### src/rtl/calyx_seq_pkg.sv
// Shared types and helpers for multi-cycle go/done sequential primitives.
package calyx_seq_pkg;

  // Handshake phases common to every go/done responder.
  typedef enum logic [1:0] {
    IDLE,
    RUN,
    DONE
  } seq_state_t;

  // Iteration counter width: enough to hold WIDTH-1 plus a spare top bit.
  function automatic int iter_width(input int width);
    return $clog2(width) + 1;
  endfunction

endpackage : calyx_seq_pkg

### src/rtl/seq_shift_mult.sv
// Sequential shift-add unsigned multiplier with a Calyx go/done interface.
// One iteration per cycle; terminates early once the remaining multiplier
// bits are all zero. Product is modulo 2^WIDTH.
module seq_shift_mult
  import calyx_seq_pkg::*;
#(
  parameter int WIDTH = 32
) (
  input  logic             clk,
  input  logic             reset,
  input  logic             go,
  input  logic [WIDTH-1:0] left,
  input  logic [WIDTH-1:0] right,
  output logic [WIDTH-1:0] out,
  output logic             done
);

  localparam int                ITER_W    = iter_width(WIDTH);
  localparam logic [ITER_W-1:0] LAST_ITER = ITER_W'(WIDTH - 1);

  seq_state_t        state;
  seq_state_t        state_next;
  logic [WIDTH-1:0]  mcand;
  logic [WIDTH-1:0]  mplier;
  logic [WIDTH-1:0]  acc;
  logic [WIDTH-1:0]  acc_next;
  logic [WIDTH-1:0]  mplier_shifted;
  logic [ITER_W-1:0] iter;
  logic              last;

  // Done is a pure decode of the state register, so go never reaches it
  // combinationally.
  assign done = (state == DONE);

  // Datapath for one iteration plus next-state selection.
  always_comb begin
    // NOTE: every output of this block gets a default first, so no path
    // through the case can leave a signal unassigned and infer a latch.
    state_next     = state;
    mplier_shifted = mplier >> 1;
    acc_next       = mplier[0] ? (acc + mcand) : acc;
    last           = (mplier_shifted == '0) || (iter == LAST_ITER);
    unique case (state)
      IDLE:    if (go) state_next = RUN;
      RUN:     if (last) state_next = DONE;
      DONE:    state_next = IDLE;
      default: state_next = IDLE;
    endcase
  end

  // State and datapath registers; reset abandons any in-flight operation.
  always_ff @(posedge clk or posedge reset) begin
    // NOTE: sequential state uses non-blocking assignments so every register
    // samples the pre-edge values, independent of statement order.
    if (reset) begin
      // NOTE: the datapath registers are reset too, so a product abandoned
      // mid-run never leaks into a later result or onto out.
      state  <= IDLE;
      mcand  <= '0;
      mplier <= '0;
      acc    <= '0;
      iter   <= '0;
      out    <= '0;
    end else begin
      state <= state_next;
      unique case (state)
        IDLE: begin
          if (go) begin
            mcand  <= left;
            mplier <= right;
            acc    <= '0;
            iter   <= '0;
          end
        end
        RUN: begin
          acc    <= acc_next;
          mcand  <= mcand << 1;
          mplier <= mplier_shifted;
          iter   <= iter + 1'b1;
          if (last) out <= acc_next;
        end
        default: ;
      endcase
    end
  end

endmodule : seq_shift_mult

### config.mk
export PLATFORM = sky130hd
export DESIGN_NAME = seq_shift_mult
export DESIGN_NICKNAME = d
export VERILOG_FILES = /design/src/rtl/calyx_seq_pkg.sv /design/src/rtl/seq_shift_mult.sv
export SDC_FILE = /design/constraint.sdc
export NUM_CORES = 1
export LEC_CHECK = 0
export ABC_CLOCK_PERIOD_IN_PS = 12780
export CAP_MARGIN = 20
export CORE_MARGIN = 2
export CORE_UTILIZATION = 55
export CTS_CLUSTER_DIAMETER = 50
export DETAILED_ROUTE_END_ITERATION = 8
export PLACE_DENSITY = 0.88
export SYNTH_ARGS = -nofsm -noshare
export SYNTH_HDL_FRONTEND = slang
export SYNTH_SLANG_ARGS = --single-unit
### constraint.sdc
create_clock -name clk -period 12.78 [get_ports clk]
set_clock_uncertainty 0.1 [all_clocks]
set_input_delay 1.917 -clock clk [delete_from_list [all_inputs] [get_ports clk]]
set_output_delay 1.917 -clock clk [all_outputs]
set_load 0.05 [all_outputs]
==> results of run 1 <==
[registers in the layout, summed over array words and instances, names as in the netlist]
signal and cells:
mplier 32, mcand 32, state 2, out 32
acc 32, iter 6
[layer usage]
layer  vias up  track usage
met2       267        0.414
met5         -            0
met4         0        0.105
li1       3099            -
met3        32       0.0475
met1      3200        0.363
[power breakdown]
group / internal, mW / switching [mW]
sequential: 0.600 / 0.165
combinational: 0.454 / 0.681
clock: 0.254 / 0.178
total: 1.31 / 1.02
[how the worst min path moves through the flow]
stage / startpoint / end / cells past startpoint
after global placement: out[11] / out[11] / 2
after floorplan: iter[5] / iter[5] / 1
after CTS: out[22] / out[22] / 2
after detailed placement: out[22] / out[22] / 2
after global routing: out[21] / out[21] / 2
final: out[11] / out[11] / 2
[logic make-up after synthesis]
family	count (synthesis)	synth area share
AO/OA/AOI/OAI	304	0.265
AND/OR/NAND/NOR	217	0.132
multiplexers	24	0.0322
buffers and inverters	67	0.0340
XOR/XNOR	26	0.0302
adder cells (fa/ha/maj)	33	0.0558
flip-flops	136	0.452
[layout by cell type, fill, tap and decap left out, drive strengths merged, types with 3 or more instances in the layout]
cell	Yosys	routed
nor4	8	8
nand3	13	13
a211oi	5	5
clkbuf	49	22
o21bai	7	7
nor3b	8	8
inv	11	11
xnor2	14	14
dfrtp	136	136
o21ai	118	118
a31oi	6	6
a22o	19	19
nand4	7	7
o21a	4	4
buf	7	6
o211ai	4	4
a21oi	36	36
nor2	20	20
a21o	20	20
nor2b	7	7
clkinv	0	8
mux2i	22	22
nand2	131	131
a311oi	3	3
xor2	12	12
o31ai	3	3
clkdlybuf4s50	0	99
ha	32	32
a22oi	62	62
and3	7	7
[area by class of cell]
class	instances	share of cell area
multi-input combinational	604	0.426
sequential	136	0.373
timing repair buffer	105	0.116
clock buffer	22	0.0508
tap	176	0.0241
clock inverter	10	0.00602
inverter	11	0.00479
[critical path: cells and delay by family, from the launching register on]
kind	cells	cell delay, ns
AND/OR/NAND/NOR	1	0.25
buffers and inverters	1	0.82
flip-flops	1	1.06
==> flow_metrics.py, run 1 <==
metrics = {
    "status": {
        "outcome": "finished clean",
    },
    "sta": {
        "hold_viol_final": 0,
        "post-route-period-util": 0.362,
        "hold_slack_ns": 0.378,
        "max_slew.worst_pin.slew_ns": 1.09,
        "fin_crit_ns": 4.62,
        "relSlewSlack": 0.273,
        "tns_ns": 0,
        "fmax_mhz": 216,
        "rsz0062_at_grt": "no",
        "layout_setup_ws_ns": 8.16,
        "finalSetupViolCount": 0,
        "slew_violations": 0,
    },
    "setup_path": {
        "reg2reg_to": "out[16]",
        "critical_path.max_fanout": 70,
        "path_class": "flop to primary output",
        "crit_end": "done",
        "worstSetupEndpointType": "primary output",
        "r2r-start": "mcand[0]",
        "startpoint": "state[1]",
        "crit_arrival_ns": 2.61,
        "cp.required_ns": 10.76,
        "start_kind": "flop",
        "crit_path_max_incr_delay_ns": 1.06,
        "cp_slowest_cell": "dfrtp_2",
        "crit_chain": "nor2b_1 -> clkdlybuf4s50_1",
        "r2r_cells": 11,
        "rrSetupSlack_ns": 9.63,
    },
    "cts": {
        "cts_setup_buffers": 0,
        "cts.root.buffer_cell": "clkbuf_16",
        "post_cts_resized": 0,
        "clock_latency_ns": 0.43,
        "cts_made_buffers": 17,
        "ctsHoldBuffers": 0,
        "cts_sinks": 136,
        "clk_pin_slew_worst_paths_ns": 0.06,
        "cts_htree_levels": 4,
        "cts_buffer_depth": 2,
        "cts_tree": "yes",
    },
    "route": {
        "drt_wl_total_um": 18600,
        "drc_errors": 0,
        "top_layer_used": "met4",
        "ant_nets": 0,
        "vias": 6598,
        "viasPerCell": 6.20,
        "wl_met1_um": 8150,
        "drtIter0Drc": 392,
        "wl_per_cell_um": 17.4,
        "wl_met3_um": 1180,
        "wl_met2_um": 8790,
        "first_pass_iters": 7,
    },
    "die": {
        "die_x_um": 121,
        "initial_utilization": 0.567,
        "die_y_um": 121,
        "fp-row-count": 42,
        "core_um2": 13300,
        "dieArea_um2": 14700,
        "pin_count": 100,
    },
    "logic_synthesis": {
        "synth_cells": 807,
        "synth.distinct_cells": 61,
        "synthFlopType": "dfrtp_1",
        "yosys-top-cells-count": "dfrtp_1 (136), nand2_1 (131), o21ai_0 (113), a22oi_1 (62), clkbuf_1 (48)",
        "ys_top_cells_by_area": "dfrtp_1 (45%), o21ai_0 (7.5%), nand2_1 (6.5%)",
        "synth_top_area_frac": 0.452,
        "async_flop_share": 1.00,
        "avgSynthCellArea_um2": 9.34,
        "yosysWarningCount": 0,
        "syn_area_um2": 7540,
        "synth_top_cell_by_area": "dfrtp_1",
        "ys_ff_latch": 136,
        "syn_nets": 907,
        "synth_edf_count": 0,
        "synth.most_common_cell": "dfrtp_1",
        "synth_seq_area_share": 0.452,
    },
    "grt": {
        "grt_usage": 0.263,
        "grt_pass1_wl_um": 30500,
        "grt_max_degree": 87,
        "grt_overflow_total": 0,
        "grt_pass1_vias": 6174,
        "antenna_found_initial": 0,
    },
    "placement": {
        "place_area_um2": 8600,
        "post-place-ws_ns": 8.63,
        "dpl.hpwl_um": 12300,
        "io_buffers": 99,
        "dp.cells": 1031,
        "gp_routability_congestion": 0.913,
    },
    "power_and_ir_drop": {
        "power.total_mw": 2.33,
        "ir_drop_mv": 0.174,
        "power_density_nw_per_um2": 255,
        "leakagePower_nw": 4.00,
    },
    "layout": {
        "syn_to_final_growth_pct": 21.3,
        "final_cell_count_no_fill": 1064,
        "nFillCells": 1016,
        "antenna_cells": 0,
        "fin_nets": 975,
        "drive_above_1_share": 0.0631,
        "fin_area_um2": 9140,
        "seq_area_um2": 3410,
        "multi_input_area_um2": 3900,
        "post-route-util": 0.688,
    },
    "hold_path": {
        "worstHoldPathType": "flop to flop",
    },
    "flow_run": {
        "maxCapViolations": 0,
    },
}
Power figures use the tool's default switching activity.
==> run 2: changes to the inputs <==
Settings changed: ABC_CLOCK_PERIOD_IN_PS 12780 to 4300.
Clock period 12.78 ns to 4.3 ns, I/O delays scaled along.
==> flow_metrics.py, run 2 (synthesis gave the netlist of run 1 again) <==
metrics = {
    "status": {
        "outcome": "finished clean",
    },
    "route": {
        "drtIter0Drc": 547,
        "first_pass_iters": 5,
        "ant_nets": 0,
        "wl_per_cell_um": 18.2,
        "viasPerCell": 6.21,
        "drc_errors": 0,
        "vias": 6616,
        "drt_wl_total_um": 19400,
    },
    "layout": {
        "syn_to_final_growth_pct": 22.7,
        "final_cell_mix": "dfrtp_1 (133), nand2_1 (131), o21ai_0 (113), clkdlybuf4s50_1 (99), a22oi_1 (62)",
        "antenna_cells": 0,
        "fin_nets": 977,
        "fin_area_um2": 9250,
        "final_common_cell": "dfrtp_1",
        "drive_above_1_share": 0.0674,
    },
    "setup_path": {
        "cp_slowest_cell": "fa_1",
        "crit_path_max_incr_delay_ns": 0.42,
        "crit_arrival_ns": 3.28,
        "worstSetupEndpointType": "flop",
        "critical_path.max_fanout": 4,
        "cp.required_ns": 4.52,
        "start_kind": "flop",
        "path_class": "flop to flop",
        "crit_family": "compound AO/OA/AOI/OAI gates",
        "crit_buf_inv": 0,
        "crit_chain": "ha_1 -> fa_1 -> a21o_2 -> nand4_1 -> a21oi_2 -> a41o_1 -> a21o_1 -> a21o_1 -> a311oi_2 -> mux2i_1 -> nand2_1",
        "crit_top_cell": "a21o_1",
    },
    "die": {
        "fp-row-count": 42,
        "die_y_um": 121,
        "dieArea_um2": 14700,
        "core_um2": 13300,
        "pin_count": 100,
        "initial_utilization": 0.567,
        "die_x_um": 121,
    },
    "cts": {
        "cts_setup_buffers": 0,
        "cts.root.buffer_cell": "clkbuf_16",
        "cts_tree": "yes",
        "cts_htree_levels": 4,
        "cts_buffer_depth": 2,
        "cts_sinks": 136,
        "clock_latency_ns": 0.44,
        "clk_pin_slew_worst_paths_ns": 0.06,
        "post_cts_resized": 0,
        "ctsHoldBuffers": 0,
        "cts_made_buffers": 17,
    },
    "sta": {
        "tns_ns": 0,
        "post-route-period-util": 0.713,
        "relSlewSlack": 0.388,
        "rsz0062_at_grt": "no",
        "slew_violations": 0,
        "hold_viol_final": 0,
        "max_slew.worst_pin.slew_ns": 0.916,
        "fin_crit_ns": 3.07,
        "fmax_mhz": 326,
        "finalSetupViolCount": 0,
    },
    "placement": {
        "io_buffers": 99,
        "dpl.hpwl_um": 12800,
        "gp_routability_congestion": 0.917,
        "place_area_um2": 8640,
    },
    "grt": {
        "grt_max_degree": 65,
        "grt_overflow_total": 0,
        "antenna_found_initial": 0,
        "grt_pass1_vias": 6498,
        "grt_usage": 0.278,
        "grt_pass1_wl_um": 32100,
    },
    "power_and_ir_drop": {
        "p_clk_frac": 0.207,
        "internal_power_mw": 4.05,
        "p_sw_mw": 3.11,
        "leakagePower_nw": 4.03,
        "swShare": 0.435,
        "seqPwrFrac": 0.315,
        "power_frac_comb": 0.479,
        "power_density_nw_per_um2": 774,
        "ir_drop_mv": 0.432,
    },
    "hold_path": {
        "worstHoldPathType": "flop to flop",
    },
    "flow_run": {
        "maxCapViolations": 0,
    },
}
[run 2: cell types whose count changed in the layout (fill, tap and decap cells not counted), sizes merged]
cell	before	now
buf	6	8
clkinv	8	2
inv	11	10
bufinv	0	2
clkinvlp	2	7
[run 2: worst paths after layout]
path,start,slack (ns),cells after the start,endpoint
setup reg to reg,mcand[0],1.23,11,out[16]
setup / recovery,mcand[0],1.23,11,out[16]
hold / removal,out[20],0.38,2,out[20]
min in group asynchronous,reset,0.66,2,mplier[29]
hold reg to reg,out[20],0.38,2,out[20]
max in group asynchronous,reset,2.70,3,acc[19]
[run 2: cell type report]
class,instances,area (um2)
fillers,993,4050
inverters,11,45.0
clock inverters,10,119
multi-input cells,604,3900
well taps,176,220
flip-flops and latches,136,3410
repair buffers,107,1080
clock buffers,22,484
[run 2: layer usage]
layer	GRT usage	part of all wire	vias up
li1	-	-	3111
met1	0.372	0.43	3203
met2	0.440	0.48	261
met3	0.0587	0.070	41
met4	0.117	0.023	0
met5	0	0	-
[run 2: power by group through the flow]
stage | Clock [mW] | Sequential (mW) | Combinational (mW)
finish | 1.48 | 2.25 | 3.43
floorplan | 0 | 2.41 | 2.29
global placement | 0 | 2.24 | 3.27
detailed placement | 0 | 2.25 | 3.36
global route | 1.55 | 2.31 | 3.76
CTS | 1.49 | 2.24 | 3.40
[run 2: worst register-to-register path, stage by stage, from the launching register on]
cell,delay [ns]
dfrtp_1,0.40
ha_1,0.25
fa_1,0.42
a21o_2,0.23
nand4_1,0.12
a21oi_2,0.10
a41o_1,0.27
a21o_1,0.17
a21o_1,0.20
a311oi_2,0.36
mux2i_1,0.25
nand2_1,0.07
[run 2: stage by stage]
stage | worst slack [ns] | hold WS, ns | utilization | std cells | total power, mW
2_1_floorplan | 1.49 | 0.353 | - | 807 | 4.69
3_3_place_gp | 1.38 | 0.363 | 0.650 | 1034 | 5.50
3_5_place_dp | 1.31 | 0.370 | 0.650 | 1034 | 5.61
4_1_cts | 1.28 | 0.383 | 0.696 | 1066 | 7.13
5_1_grt | 1.07 | 0.396 | 0.696 | 1066 | 7.62
6_report | 1.23 | 0.376 | 0.696 | 1066 | 7.16
==> run 3: changes to the inputs <==
Settings changed: ABC_CLOCK_PERIOD_IN_PS 4300 to 3100.
Clock period 4.3 ns to 3.1 ns, I/O delays scaled along.
==> flow_metrics.py, run 3 (synthesis gave the netlist of run 1 again) <==
metrics = {
    "setup_path": {
        "crit_arrival_ns": 3.17,
        "r2r-start": "mcand[0]",
        "r2r_cells": 11,
        "rrSetupSlack_ns": 0.14,
        "start_kind": "flop",
        "reg2reg_to": "out[16]",
        "path_class": "flop to flop",
        "cp.required_ns": 3.31,
        "worstSetupEndpointType": "flop",
        "critical_path.max_fanout": 4,
    },
    "power_and_ir_drop": {
        "power.total_mw": 9.94,
        "swShare": 0.435,
        "internal_power_mw": 5.62,
        "seqPwrFrac": 0.311,
        "p_clk_frac": 0.193,
        "leakagePower_nw": 4.06,
        "power_density_nw_per_um2": 1060,
        "power_frac_comb": 0.496,
        "p_sw_mw": 4.33,
        "ir_drop_mv": 0.468,
    },
    "placement": {
        "post-place-ws_ns": 0.0740,
        "io_buffers": 99,
        "dpl.hpwl_um": 13000,
        "gp_routability_congestion": 0.913,
        "dp.cells": 1041,
    },
    "cts": {
        "cts_made_buffers": 17,
        "clk_pin_slew_worst_paths_ns": 0.06,
        "cts_buffer_depth": 2,
        "cts_htree_levels": 4,
        "clock_latency_ns": 0.42,
        "cts.root.buffer_cell": "clkbuf_16",
        "cts_sinks": 136,
        "cts_tree": "yes",
    },
    "sta": {
        "post-route-period-util": 0.955,
        "finalSetupViolCount": 0,
        "hold_viol_final": 0,
        "relSlewSlack": 0.539,
        "tns_ns": 0,
        "max_slew.worst_pin.slew_ns": 0.691,
        "slew_violations": 0,
        "fin_crit_ns": 2.96,
        "fmax_mhz": 338,
        "layout_setup_ws_ns": 0.138,
    },
    "grt": {
        "grt_overflow_total": 0,
        "grt_pass1_wl_um": 31300,
        "grt_usage": 0.271,
        "grt_max_degree": 65,
        "antenna_found_initial": 0,
        "grt_pass1_vias": 6275,
    },
    "route": {
        "wl_per_cell_um": 17.8,
        "viasPerCell": 6.24,
        "drtIter0Drc": 561,
        "drt_wl_total_um": 19200,
        "vias": 6712,
        "first_pass_iters": 6,
        "ant_nets": 0,
        "drc_errors": 0,
    },
    "die": {
        "core_um2": 13300,
        "die_y_um": 121,
        "pin_count": 100,
        "fp-row-count": 42,
        "dieArea_um2": 14700,
        "initial_utilization": 0.567,
        "die_x_um": 121,
    },
    "hold_path": {
        "worstHoldPathType": "input pin to async pin",
    },
    "status": {
        "outcome": "finished clean",
    },
    "layout": {
        "final_cell_count_no_fill": 1075,
        "syn_to_final_growth_pct": 24.0,
        "final_cell_mix": "dfrtp_1 (133), nand2_1 (131), o21ai_0 (113), clkdlybuf4s50_1 (99), a22oi_1 (62)",
        "final_common_cell": "dfrtp_1",
        "drive_above_1_share": 0.0823,
        "fin_nets": 986,
        "antenna_cells": 0,
    },
    "flow_run": {
        "maxCapViolations": 0,
    },
}
==> run 3: layout make-up <==
| class | instances | area, um2 |
|---|---|---|
| clock buffer | 24 | 492 |
| clock inverter | 8 | 70.1 |
| fill | 970 | 3950 |
| inverter | 11 | 45.0 |
| multi-input combinational | 604 | 3970 |
| sequential | 136 | 3410 |
| tap | 176 | 220 |
| timing repair buffer | 116 | 1140 |
==> run 3: what timing repair did <==
action,CTS,global route
hold buffers,0,0
resized for setup,0,12
endpoints found under the setup margin,0,15
setup buffers,0,2
==> run 3: worst max path at each step <==
| stage | startpoint | end | slack, ns | depth (start not counted) |
|---|---|---|---|---|
| 2_1_floorplan | mcand[0] | out[16] | 0.29 | 11 |
| 3_3_place_gp | mcand[0] | out[16] | 0.17 | 11 |
| 3_5_place_dp | mcand[0] | out[16] | 0.07 | 11 |
| 4_1_cts | mcand[0] | out[16] | 0.01 | 11 |
| 5_1_grt | mcand[3] | out[31] | -0.04 | 10 |
| 6_report | mcand[0] | out[16] | 0.14 | 11 |
==> run 3: routing by layer <==
| layer | routed length, um | up-vias | GRT usage |
|---|---|---|---|
| li1 | - | 3117 | - |
| met1 | 8470 | 3318 | 0.376 |
| met4 | 357 | 0 | 0.0843 |
| met5 | 0 | - | 0 |
| met2 | 9170 | 243 | 0.423 |
| met3 | 1170 | 34 | 0.0639 |
==> run 3: through the flow <==
| step | hold WS (ns) | util | cell area, um2 |
|---|---|---|---|
| CTS | 0.279 | 0.696 | 9260 |
| detailed placement | 0.371 | 0.654 | 8700 |
| global placement | 0.363 | 0.654 | 8700 |
| floorplan | 0.353 | - | 7540 |
| global route | 0.293 | 0.703 | 9350 |
| finish | 0.276 | 0.703 | 9350 |
==> run 3: worst max-delay path, cell delays in order (launching register included) <==
cell	delay (ns)
dfrtp_1	0.42
ha_4	0.19
fa_2	0.35
a21o_2	0.20
nand4_1	0.15
a21oi_4	0.10
a41o_1	0.28
a21o_1	0.18
a21o_1	0.23
a311oi_4	0.34
mux2i_1	0.22
nand2_1	0.07
==> run 3: power by group through the flow <==
stage,combinational [mW],sequential (mW),clock (mW)
4_1_cts,4.81,3.07,1.93
6_report,4.93,3.09,1.92
2_1_floorplan,3.17,3.34,0
5_1_grt,5.40,3.17,2.03
3_5_place_dp,4.77,3.09,0
3_3_place_gp,4.64,3.06,0
